**src/rtl/divider_controller.sv**
```systemverilog
// divider_controller: sequencing FSM for the restoring fixed-point divider datapath.
// Divide-by-zero detection is built only when DIV_ZERO_CHECK_EN is defined.
module divider_controller #(
  parameter int ITER = 14
) (
  input  logic clk,
  input  logic rst,
  input  logic start,
  input  logic co,
  input  logic borrow,
  input  logic dvsr_zero,
  output logic ld_dvd,
  output logic ld_dvs,
  output logic ld_acc,
  output logic sclr,
  output logic cnt_en,
  output logic shl,
  output logic ld_rem,
  output logic q_bit,
  output logic busy,
  output logic valid,
  output logic dvz
);
  typedef enum logic [2:0] {IDLE = 3'd0, LOAD = 3'd1, CHECK = 3'd2, CALC = 3'd3, DONE = 3'd4} state_t;
  state_t state_q, state_d;
  logic zero_go;
`ifdef DIV_ZERO_CHECK_EN
  logic dvz_q, dvz_d;
  assign zero_go = dvsr_zero;
  // Cleared on the edge entering LOAD, set on the edge leaving CHECK towards DONE.
  always_comb dvz_d = (state_q == IDLE && start) ? 1'b0 : (state_q == CHECK && dvsr_zero) ? 1'b1 : dvz_q;
  always_ff @(posedge clk or negedge rst)
    if (!rst) dvz_q <= 1'b0;
    else dvz_q <= dvz_d;
  assign dvz = dvz_q;
`else
  logic unused_dvsr_zero;
  assign unused_dvsr_zero = dvsr_zero;
  assign zero_go = 1'b0;
  assign dvz = 1'b0;
`endif
  always_ff @(posedge clk or negedge rst)
    if (!rst) state_q <= IDLE;
    else state_q <= state_d;
  always_comb begin
    state_d = state_q;
    case (state_q)
      IDLE:    state_d = start ? LOAD : IDLE;
      LOAD:    state_d = CHECK;
      CHECK:   state_d = zero_go ? DONE : CALC;
      CALC:    state_d = co ? DONE : CALC;
      DONE:    state_d = IDLE;
      default: state_d = IDLE;
    endcase
  end
  always_comb begin
    ld_dvd = state_q == LOAD;
    ld_dvs = state_q == LOAD;
    ld_acc = state_q == LOAD;
    sclr   = state_q == LOAD;
    cnt_en = state_q == CALC;
    shl    = state_q == CALC;
    q_bit  = state_q == CALC && !borrow;
    ld_rem = state_q == CALC && !borrow;
    busy   = state_q != IDLE;
    valid  = state_q == DONE;
  end
  // A normal completion must be preceded by exactly ITER CALC cycles after CHECK.
  assert property (@(posedge clk) disable iff (!rst)
    (state_q == DONE && $past(state_q == CALC)) |-> ($past(state_q == CALC, ITER) && $past(state_q == CHECK, ITER + 1)));
endmodule
```
**config.mk**
```make
export PLATFORM = sky130hd
export DESIGN_NAME = divider_controller
export DESIGN_NICKNAME = d
export VERILOG_FILES = /design/src/rtl/divider_controller.sv
export SDC_FILE = /design/constraint.sdc
export NUM_CORES = 1
export LEC_CHECK = 0
export BUFFER_PORTS_ARGS = -buffer_cell sky130_fd_sc_hd__buf_2
export CAP_MARGIN = 10
export CORE_AREA = 2 2 39 41
export CTS_BUF_LIST = sky130_fd_sc_hd__clkbuf_8
export DETAILED_ROUTE_END_ITERATION = 8
export DIE_AREA = 0 0 41 43
export GPL_ROUTABILITY_DRIVEN = 0
export PLACE_DENSITY = 0.47
export SYNTH_ARGS = -nofsm -noshare
export SYNTH_HDL_FRONTEND = slang
export SYNTH_SLANG_ARGS = --single-unit
```
**constraint.sdc**
```tcl
create_clock -name clk -period 1 [get_ports clk]
set_input_delay 0.2 -clock clk [delete_from_list [all_inputs] [get_ports clk]]
set_output_delay 0.2 -clock clk [all_outputs]
set_load 0.02 [all_outputs]
```
* After elaboration in Yosys (flattened, before gate mapping)
Index checks and enable logic that the tools add are counted.
Storage, ports and cells: register bits after elaboration 3, input bits 6
Cells by class: eq/ne operators 4, mux-type cells 3, reduce and logical (&&, ||, !) cells 4
Operators by type and width (count):
- one-hot mux 3 bit (4 select lines) | 1
- equality test 3 x 2 -> 1 bit, second input constant | 2
- equality test 3 x 1 -> 1 bit, second input constant | 1
- equality test 3 bit, second input constant | 1
- logical NOT 3 bit | 1
- 2-to-1 mux 3 bit | 1
- nonzero test 3 bit | 1
- logical AND 1 bit | 1
- logical NOT 1 bit | 1
- 2-to-1 mux 1 bit | 1

* Depth between registers and ports, before layout
depth after elaboration 2, depth in mapped cells 3

* Least setup slack after synthesis
OpenSTA, ideal clock, no wires.
path type register to output, start point reg state_q[1], end point out ld_dvd, arrival time 1.394 ns, required time 0.800 ns, path slack -0.594 ns, stages on the path, launching flop included 3, path buffers 1, cells stage by stage dfrtp_1 -> nor3b_1 -> buf_4
Between the ends: cells in the longest elaborated chain, start to end 1
RTL lines:
- start, declared | RTL line 25 | state_t state_q, state_d;
- start signal, assigned | RTL line 44 | else state_q <= state_d;
- equality test 3 x 1 -> 1 bit
- end, declared | RTL line 12 | output logic ld_dvd,
Every way passes these cells.

* Final worst setup path
start point reg state_q[2], end point out ld_rem
Between the ends: cells in the longest elaborated chain, start to end 2
RTL lines:
- equality test 3 x 2 -> 1 bit | RTL line 64 | ld_rem = state_q == CALC && !borrow;
- logical AND 1 bit | RTL line 64
- end, declared | RTL line 18 | output logic ld_rem,
Every way passes these cells.

==> results by stage <==
Timing:
- Setup violations remaining at the end of the flow were counted as 10.
- The number of slew-limit violations in the final report came to 0.
- The maximum clock skew at final layout is about 0.0018 ns.
- In the finished design, the share of the clock period the worst path needs comes to 1.35.
- For the final routed database, the setup TNS stands at -3.11 ns.
- The final worst setup slack is -0.348 ns.
- For this run, the top clock speed supported by timing is 742 MHz.
- The routed design could run at a clock period as short as 1.35 ns.
- The final hold violation count came to 0.
- The minimum hold slack is 0.198 ns.
- Setup repair after global routing could not meet its margin everywhere.

Clocking:
- The clock tree from TritonCTS is built.
- The clock root buffer is sky130_fd_sc_hd__clkbuf_8.
- The number of CTS-inserted buffers is 3.
- The total clock sinks is 3.
- The clock reaches the later pin of the worst-skew pair after 0.21 ns.
- The clock passes through at most 2 buffers.
- After clock tree synthesis, the clock-pin slew on the worst setup and hold paths is 0.03 ns.
- CTS built an H-tree with a depth of 1.

Floorplanning:
- For this configuration, the core starts out at a cell density of 0.153.
- The initialized floorplan defines 14 standard-cell rows.
- The chip width is 41 µm.
- The I/O pin count is 17.
- The die span in y is 43 µm.
- The core region is approximately 1400 µm².
- The die covers around 1800 µm².

Global routing:
- The number of global-route vias before repair was 173.
- The number of antenna violations at the first check in global routing is 0.
- The overall global routing resource usage is 0.0675.
- Entering global routing, the biggest net connects 6 pins.
- The first global-routing pass estimated 696 µm of wire.
- The global routing's busiest layer is met2.
- The met3 track demand over resource is 0.0628.
- The global-route met2 utilization is 0.0813.
- The total overflow reported by the global router is 0.
- For met1 alone, demand over resource in global routing was 0.0649.

Synth:
- Dividing the synthesized area by the synthesized cell count gives 10.1 µm².
- Of the synthesized area, sequential elements account for 0.355.
- The net count of the mapped netlist is 27.
- Yosys printed 0 warnings.
- The number of synthesized register bits is 3.
- The mapped cell area is 211 µm².
- In the synthesized netlist, the number of instances is 21.
- The synthesized netlist contains 12 unique library cells.

Drt:
- The detailed-route wire length per cell is 8.49 µm.
- The number of DRC violations after detailed routing is 0.
- In the routed layout, each cell is associated on average with a via count of 3.73.
- The count of antenna-violating nets left after detailed routing is 0.
- The number of iterations in the first detailed-routing pass is 2.
- The sum of routed wire length over all layers is 467 µm.
- The total vias in the final route is ~200.
- In this run, the number of DRC markers left after iteration 0 of detailed routing was 1.

Critical path:
- The endpoint type of the worst setup path is an output pin.
- The cell class contributing the biggest share of worst-path delay is simple AND/OR/NAND/NOR gates.
- The worst-path cell with the longest stage delay is sky130_fd_sc_hd__dfrtp_1.
- The data required time at the worst endpoint is roughly 0.80 ns.
- The startpoint class of the critical path is a flop.
- The signal on the critical path passes through and3b_2, nor2b_4, buf_6.
- The number of buffers and inverters on the critical path is 1.
- The worst setup path category is reg -> out.
- The largest single stage delay on the critical path is approximately 0.4 ns.
- The worst endpoint data arrival time is 1.15 ns.
- Along the worst path, the maximum fanout reaches 5.

Layout:
- In the layout the commonest cells are sky130_fd_sc_hd__buf_4, sky130_fd_sc_hd__buf_6, sky130_fd_sc_hd__buf_2.
- The number of flip-flops in the largest register is 3.
- Once layout is complete, the utilization of the core stands at 0.293.
- The layout overhead on the synthesized area is 91.7%.
- The final standard cell count with taps included and fillers excluded is 55.
- Ranked by flip-flop count, first place goes to state_q.
- In the final design database the tool counted 46 nets.
- The library cell used most frequently in the layout, excluding fill and tap cells, is sky130_fd_sc_hd__buf_4.
- The number of filler cells placed in the layout is 150.
- The cell area after layout is around 400 µm².
- 0 antenna diodes ended up in the layout.
- The proportion of layout cells with a drive suffix above 1 is 0.641.
- The largest registers in the layout are state_q x3.

Placement:
- The number of buffers added on ports is 14.
- The cell area after placement is 284 µm².
- Before CTS, the worst setup slack after placement is -0.158 ns.
- The post-DP HPWL is between 300 and 400 µm.
- The count of placed standard cells including taps is 48.

Job:
- The tool flagged a number of max-cap violations equal to 0.

Power:
- VDD sags by at most slightly above 1000 µV.
- The design draws between 1.5 and 2 mW.
- In this run the power density over the cells is about 3800 nW/µm².
- Summed over all cells, the static leakage comes to 0.203 nW.

Run status:
- The checks that failed: negative setup slack.
- The flow ran to the end, but the final reports show violations.

Worst hold path:
- The path class of the tightest hold or removal check is in -> reg.
==> cell usage after synthesis <==
cell type | count | share of area
sky130_fd_sc_hd__buf_4 | 6 | 0.21
sky130_fd_sc_hd__dfrtp_1 | 3 | 0.36
sky130_fd_sc_hd__nor3b_1 | 2 | 0.071
sky130_fd_sc_hd__o21bai_1 | 2 | 0.071
sky130_fd_sc_hd__a21oi_1 | 1 | 0.024
sky130_fd_sc_hd__a31oi_1 | 1 | 0.030
sky130_fd_sc_hd__and3b_2 | 1 | 0.047
sky130_fd_sc_hd__and4b_1 | 1 | 0.047
sky130_fd_sc_hd__conb_1 | 1 | 0.018
sky130_fd_sc_hd__nand2b_1 | 1 | 0.030
sky130_fd_sc_hd__nor2b_4 | 1 | 0.065
sky130_fd_sc_hd__or3_1 | 1 | 0.030
==> where the power goes <==
group          internal [mW]  switching [mW]
Combinational          0.534           0.450
Clock                  0.261          0.0768
Sequential             0.177          0.0600
==> what timing repair did <==
item	4_1_cts	5_1_grt
pin swaps	2	3
resized for setup	10	7
endpoints found under the hold margin	3	0
setup buffers	2	1
hold buffers	1	0
setup endpoints to repair	10	13
cloned	0	0
==> cell families after synthesis <==
kind of cell | after synthesis | share of synthesized area
and+or+nand+nor | 7 | 0.290
DFF | 3 | 0.355
other | 1 | 0.0177
buffers and inverters | 6 | 0.213
AOI/OAI and AO/OA | 4 | 0.124
==> layout make-up <==
cell class,instances,area [µm²],share of cell area
clock buffer,3,41.3,0.102
clock inverter,1,3.75,0.00926
multi-input combinational,12,96.3,0.238
sequential,3,75.1,0.185
tap,16,20.0,0.0494
timing repair buffer,20,169,0.417
==> path summary, 6_finish.rpt <==
path,start,to,slack [ns],cells past startpoint
setup / recovery,state_q[2],ld_rem,-0.35,3
max in group asynchronous,rst,state_q[0],0.59,2
setup reg to reg,state_q[1],state_q[0],0.01,4
hold reg to reg,state_q[2],state_q[0],0.61,2
hold / removal,co,state_q[1],0.20,2
min in group asynchronous,rst,state_q[1],0.31,2
==> metal layers <==
metal,vias up,share of wire
li1,101,-
met5,-,0
met2,11,0.50
met3,0,0.10
met1,93,0.39
met4,0,0
(Power assumes the default switching activity.)
